### config.mk
export PLATFORM = sky130hd
export DESIGN_NAME = uart_tx_arbiter
export DESIGN_NICKNAME = d
export VERILOG_FILES = /design/src/rtl/uart_tx_arbiter.sv
export SDC_FILE = /design/constraint.sdc
export NUM_CORES = 1
export LEC_CHECK = 0
export BUFFER_PORTS_ARGS = -buffer_cell sky130_fd_sc_hd__buf_2
export CAP_MARGIN = 20
export CORE_MARGIN = 10
export CORE_UTILIZATION = 40
export CTS_BUF_LIST = sky130_fd_sc_hd__clkbuf_16
export CTS_CLUSTER_SIZE = 30
export DETAILED_ROUTE_END_ITERATION = 7
export GPL_TIMING_DRIVEN = 0
export PLACE_DENSITY = 0.62
export SYNTH_ARGS = -nofsm -noshare
export SYNTH_HDL_FRONTEND = slang
export SYNTH_SLANG_ARGS = --single-unit
### constraint.sdc
create_clock -name clk -period 2.5 [get_ports clk]
set_clock_uncertainty 0.2 [all_clocks]
set_input_delay 0.125 -clock clk [delete_from_list [all_inputs] [get_ports clk]]
set_output_delay 0.125 -clock clk [all_outputs]
set_load 0.005 [all_outputs]
### src/rtl/uart_tx_arbiter.sv
// Two-requester, packet-locked round-robin arbiter in front of a uart TX FIFO write port.
// Each grant optionally starts with a requester header byte; grants are capped at MAX_BYTES data bytes.
module uart_tx_arbiter #(
  parameter int          ADD_HEADER = 1,
  parameter logic [7:0]  HDR0       = 8'hA0,
  parameter logic [7:0]  HDR1       = 8'hB0,
  parameter int unsigned MAX_BYTES  = 16
) (
  input  logic       clk,
  input  logic       rst,
  input  logic       req0_valid,
  input  logic [7:0] req0_data,
  input  logic       req0_last,
  output logic       req0_ready,
  input  logic       req1_valid,
  input  logic [7:0] req1_data,
  input  logic       req1_last,
  output logic       req1_ready,
  input  logic       uart_tx_full,
  output logic       uart_wr,
  output logic [7:0] uart_wdata,
  output logic [1:0] grant,
  output logic       busy
);

  typedef enum logic [1:0] {
    IDLE = 2'd0,
    HDR  = 2'd1,
    DATA = 2'd2
  } state_t;

  localparam logic [7:0] MAX_CNT = 8'(MAX_BYTES);

  state_t     state_q, state_d;
  logic [1:0] grant_q, grant_d;
  logic       rr_ptr_q, rr_ptr_d;
  logic [7:0] byte_cnt_q, byte_cnt_d;
  logic       busy_q, busy_d;

  logic       owner;
  logic       own_valid;
  logic       own_last;
  logic [7:0] own_data;
  logic       xfer;
  logic [7:0] cnt_inc;
  logic       pick;

  // Owner index is grant_q[1]: 2'b01 -> requester 0, 2'b10 -> requester 1.
  assign owner   = grant_q[1];
  assign cnt_inc = byte_cnt_q + 8'd1;

  always_comb begin
    own_valid = owner ? req1_valid : req0_valid;
    own_last  = owner ? req1_last  : req0_last;
    own_data  = owner ? req1_data  : req0_data;
  end

  assign xfer = (state_q == DATA) && own_valid && !uart_tx_full;

  always_comb begin
    uart_wr    = 1'b0;
    uart_wdata = 8'h00;
    req0_ready = 1'b0;
    req1_ready = 1'b0;
    case (state_q)
      HDR: begin
        uart_wr    = !uart_tx_full;
        uart_wdata = uart_tx_full ? 8'h00 : (owner ? HDR1 : HDR0);
      end
      DATA: begin
        req0_ready = !owner && !uart_tx_full;
        req1_ready = owner && !uart_tx_full;
        uart_wr    = xfer;
        uart_wdata = xfer ? own_data : 8'h00;
      end
      default: ;
    endcase
  end

  always_comb begin
    state_d    = state_q;
    grant_d    = grant_q;
    rr_ptr_d   = rr_ptr_q;
    byte_cnt_d = byte_cnt_q;
    // Only the pointer decides a tie; a lone requester wins regardless of it.
    pick       = (req0_valid && req1_valid) ? rr_ptr_q : req1_valid;
    case (state_q)
      IDLE: begin
        if (req0_valid || req1_valid) begin
          grant_d    = pick ? 2'b10 : 2'b01;
          state_d    = (ADD_HEADER != 0) ? HDR : DATA;
          byte_cnt_d = 8'd0;
        end
      end
      HDR: begin
        if (!uart_tx_full) state_d = DATA;
      end
      DATA: begin
        if (xfer) begin
          byte_cnt_d = cnt_inc;
          if (own_last || (cnt_inc == MAX_CNT)) begin
            state_d  = IDLE;
            grant_d  = 2'b00;
            rr_ptr_d = !owner;
          end
        end
      end
      default: begin
        state_d = IDLE;
        grant_d = 2'b00;
      end
    endcase
    busy_d = (state_d != IDLE);
  end

  always_ff @(posedge clk or negedge rst) begin
    if (!rst) begin
      state_q    <= IDLE;
      grant_q    <= 2'b00;
      rr_ptr_q   <= 1'b0;
      byte_cnt_q <= 8'd0;
      busy_q     <= 1'b0;
    end else begin
      state_q    <= state_d;
      grant_q    <= grant_d;
      rr_ptr_q   <= rr_ptr_d;
      byte_cnt_q <= byte_cnt_d;
      busy_q     <= busy_d;
    end
  end

  assign grant = grant_q;
  assign busy  = busy_q;

endmodule

; Word level (Yosys, flattened, before mapping)
; Cells that the tools add are included.
; W data, S select, Z words.
[word_totals]
inputBits = 23
out_inout_bits = 14
word_cells = 52
ff_bits = 14
[classes]
n_mux = 24
n_addsub = 1
n_reduce_logical = 15
bitwise_logic = 1
n_eq_ne = 6
[ops]
columns = op, count
row1 = $mux W8, 5
row2 = $pmux W8 S2, 2
row3 = $mux W2, 8
row4 = $pmux W2 S3, 2
row5 = $add A8 B1 Y8 const B, 1
row6 = $eq A8 B5 Y1 const B, 1
row7 = $reduce_and A3 Y1, 2
row8 = $logic_and A1 B1 Y1, 5
row9 = $mux W1, 5
row10 = $mux W5, 1
row11 = $ne A2 B2 Y1 const B, 2
row12 = $reduce_and A4 Y1, 1
row13 = $reduce_bool A2 Y1, 2
row14 = $eq A2 B1 Y1 const B, 1
row15 = $eq A2 B2 Y1 const B, 1
row16 = $logic_not A1 Y1, 2
row17 = $logic_not A2 Y1, 1
row18 = $logic_or A1 B1 Y1, 2
row19 = $ne A2 B1 Y1 const B, 1
row20 = $pmux W1 S2, 1
row21 = $not A1 Y1, 1

; Logic depth before layout (Yosys ltp)
[logic_depth]
depth_word = 7
depth_mapped = 9

; Worst setup path after synthesis
; Ideal clock, no wire load.
[synth_timing]
path_kind = reg-to-reg
from = register state_q[0]
to = register busy_q, in the netlist busy
required_time_ns = 2.167
path_slack_ns = 0.388
path_stages_with_launch = 9
arrival_time_ns = 1.779
synth_period_minus_slack_ns = 2.112
path_cell_list = dfrtp_1 > inv_1 > ha_1 > nor2b_1 > nand2_2 > a2111oi_2 > a211oi_2 > o21ai_0 > a31oi_1
[synth_via]
elab_chain_len = 6
word_cells_on_any_way = 11
cone_classes = eq/ne: 2 / mux: 5 / reduce/logical: 4
[synth_rtl]
columns = item, line
row1 = from (decl), 34  ; state_t state_q, state_d;
row2 = from (signal assigned), 124  ; state_q <= state_d;
row3 = $eq A2 B2 Y1, "58, 87"
row4 = $logic_and A1 B1 Y1 (2 in series), 58  ; assign xfer = (state_q == DATA) && own_valid && !uart_tx_full;
row5 = $mux W2, 99  ; if (xfer) begin
row6 = $pmux W2 S3 *, 87  ; case (state_q)
row7 = $reduce_bool A2 Y1 *, 113  ; busy_d = (state_d != IDLE);
row8 = net busy_d, 38  ; logic busy_q, busy_d;
row9 = to (signal assigned), 128  ; busy_q <= busy_d;
row10 = to (decl), 38
; The timed path passes the listed nets; every way through them passes the cells marked *.
; A chain may end at the register's enable or synchronous reset.

; Worst setup path after layout
[layout_timing]
from = register state_q[0]
to = output port uart_wdata[7]
[layout_via]
elab_chain_len = 5
word_cells_on_any_way = 6
cone_classes = eq/ne: 2 / mux: 2 / reduce/logical: 2
[layout_rtl]
columns = item, line
row1 = $eq A2 B2 Y1, "58, 65"
row2 = $logic_and A1 B1 Y1 (2 in series), 58
row3 = $mux W8, 74  ; uart_wdata = xfer ? own_data : 8'h00;
row4 = $pmux W8 S2 *, 65  ; case (state_q)
row5 = to (decl), 21  ; output logic [7:0] uart_wdata,
; Mark *: on every way between the ends. The rest lies on a longest branch, timed or not.

==> results.json <==
{
  "r2r_cells": 8,
  "synthCells": 129,
  "synth_top_cell_area_share": 0.335,
  "cp.arrival_ns": 1.96,
  "vias": 1085,
  "wl_um": 2840,
  "route.detailed.drc": 0,
  "clk_transition_reported_paths_ns": 0.05,
  "root_buffer": "clkbuf_16",
  "crit_slowest_cell": "dfrtp_1",
  "synth.most_common_cell": "nand2_1",
  "hold_viol_final": 0,
  "die_x_um": 71.1,
  "rrSetupSlack_ns": 0.22,
  "place.port_buffers": 36,
  "leakage_uw": 0.000677,
  "r2r-start": "state_q[0]",
  "multiInputGateArea_um2": 664,
  "wire_per_inst_um": 14.2,
  "antenna_found_initial": 0,
  "final.setup.tns_ns": 0,
  "grt_remaining_overflow": 0,
  "synth_edf_count": 0,
  "clockBufferDepth": 2,
  "power_density_mw_per_mm2": 835,
  "hold_path_depth": 3,
  "via_per_inst": 5.43,
  "period_share": 0.915,
  "die-area_mm2": 0.00506,
  "slowest_delay_ns": 0.40,
  "critPathRequiredTime_ns": 2.17,
  "cts_tree": "built",
  "grt_util_all_layers": 0.117,
  "grt_pass1_wl_um": 4930,
  "htree_num_levels": 1,
  "path_max_fanout": 10,
  "hp-class": "in2reg",
  "synthesis.nets": 157,
  "drive_above_1_share": 0.282,
  "r2r_end": "busy",
  "tightest_slew_ns": 0.534,
  "path_delay_family": "simple AND/OR/NAND/NOR gates",
  "relSlewSlack": 0.644,
  "whs_endpoint": "grant[0]",
  "netlist_area_mm2": 0.00105,
  "row_count": 18,
  "dr.pass1.iters": 4,
  "diodes": 0,
  "ios": 37,
  "clk_latency_ns": 0.25,
  "cp-start-kind": "flop",
  "maxSlewViolCount": 0,
  "ys_types": 33,
  "crit_top_cell": "nand2_1",
  "rsz0062_at_grt": "false",
  "synth_common_cells": "nand2_1, o21ai_0, dfrtp_1",
  "cts.sinks": 14,
  "hpwl_um": 2250,
  "maxCapViolCount": 0,
  "status": "complete, no violations",
  "core_mm2": 0.00248,
  "num-nets-final": 199,
  "postSynth.asyncResetShare": 1.00,
  "grt_pass1_vias": 1143,
  "setup_viol": 0,
  "drt_iter0_markers": 71,
  "fin_crit_ns": 2.29,
  "final-seq-area_um2": 350,
  "syn2layout_area_growth_pct": 30.7,
  "yosysTopAreaCell": "dfrtp_1",
  "endpoint_kind": "output port",
  "cts_buffers": 3,
  "grt_max_degree": 15,
  "synth_flop_cell": "dfrtp_1",
  "critPathKind": "reg2out",
  "post-cts-setup-buffer-count": 0,
  "synthTopCellsByArea": "dfrtp_1, mux2i_1, nand2_1",
  "ys_seq_area_frac": 0.335,
  "place.gp.congestion": 0.779,
  "ir_drop_mv": 0.510,
  "ys.warnings.count": 0,
  "utilization": 0.552,
  "max_freq_mhz": 437,
  "nFillCells": 251,
  "ant_nets": 0,
  "synth-seq-cells": 14,
  "initial_utilization": 0.422,
  "path_depth": 9,
  "fp.dieH_um": 71.1,
  "syn_area_per_cell_um2": 8.11,
  "path_buf_inv": 3,
  "hp-start": "req0_valid",
  "holdWs_ns": 0.0133,
  "crit_chain": "inv_1 > ha_1 > nor2b_4 > nand2_2 > clkbuf_2 > nand2_1 > nand2_1 > a21oi_1 > buf_2"
}
[worst register-to-register path: cells and delay by family, from the launching register on]
family | cells | cell delay (ns)
adders and majority gates | 1 | 0.24
AOI/OAI and AO/OA | 4 | 0.87
DFF | 1 | 0.40
and+or+nand+nor | 2 | 0.33
buffers and inverters | 1 | 0.11
[cell type report]
type                    instances  share of cell area
flip-flops and latches         14               0.256
clock buffers                   3              0.0549
inverters                       6              0.0165
well taps                      30              0.0274
repair buffers                 38               0.146
clock inverters                 1             0.00274
plain buffers                   3              0.0101
multi-input cells             105               0.486
[how the worst max path moves through the flow]
stage,from,to,slack [ns]
final,state_q[0],uart_wdata[7],0.21
after global routing,state_q[0],uart_wdata[4],0.06
after CTS,state_q[0],uart_wdata[4],0.09
after detailed placement,state_q[0],busy,0.1
after global placement,state_q[0],busy,0.12
after floorplan,state_q[0],busy,0.39
[metal layers]
layer,track usage,up-vias,routed length (µm)
li1,-,534,-
met1,0.146,500,1340
met2,0.166,46,1190
met3,0.0404,5,230
met4,0.0774,0,81
met5,0,-,0
[registers in the layout, summed over array words and instances (netlist names)]
name        cells
busy            1
byte_cnt_q      8
grant           2
rr_ptr_q        1
state_q         2
[placed cells by master (no fill, tap or decap), drive strengths merged, types with 2 or more instances in the layout]
cell and instances:
mux2i 10, nand2 21, o21ai 15, a211oi 2, a31oi 2, nor2 12
dlygate4sd3 2, nor3 3, clkbuf 5, inv 6, nand2b 2, a21o 2
a21oi 7, nor2b 6, dfrtp 14, o31ai 2, and2 2, buf 37
nand3 4, ha 5
[per-stage QoR]
step,area [µm²],setup WS (ns),instances,total power [µW]
finish,1370,0.212,200,1140
global route,1370,0.0564,200,1230
CTS,1370,0.0853,201,1150
detailed placement,1260,0.0955,195,827
global placement,1260,0.118,195,814
floorplan,1050,0.388,129,673
[timing repair]
item,4_1_cts,5_1_grt
hold endpoints to repair,15,0
hold buffers,2,0
resized for setup,1,3
endpoints found under the setup margin,2,8
[cells by family (layout without fill, tap and decap cells)]
| kind of cell | count (synthesis) | in the layout | synth area share |
|---|---|---|---|
| compound gates | 35 | 35 | 0.215 |
| fa+ha+maj | 5 | 5 | 0.0598 |
| buf+inv | 10 | 51 | 0.0371 |
| flops | 14 | 14 | 0.335 |
| mux | 11 | 11 | 0.106 |
| simple gates | 54 | 54 | 0.246 |
[report_power, final]
part           internal (µW)  total [µW]  switching [µW]
Combinational            221         515             294
Sequential               277         313            36.2
Clock                    212         313             101
Total                    710        1140             431
(Power assumes the default switching activity.)
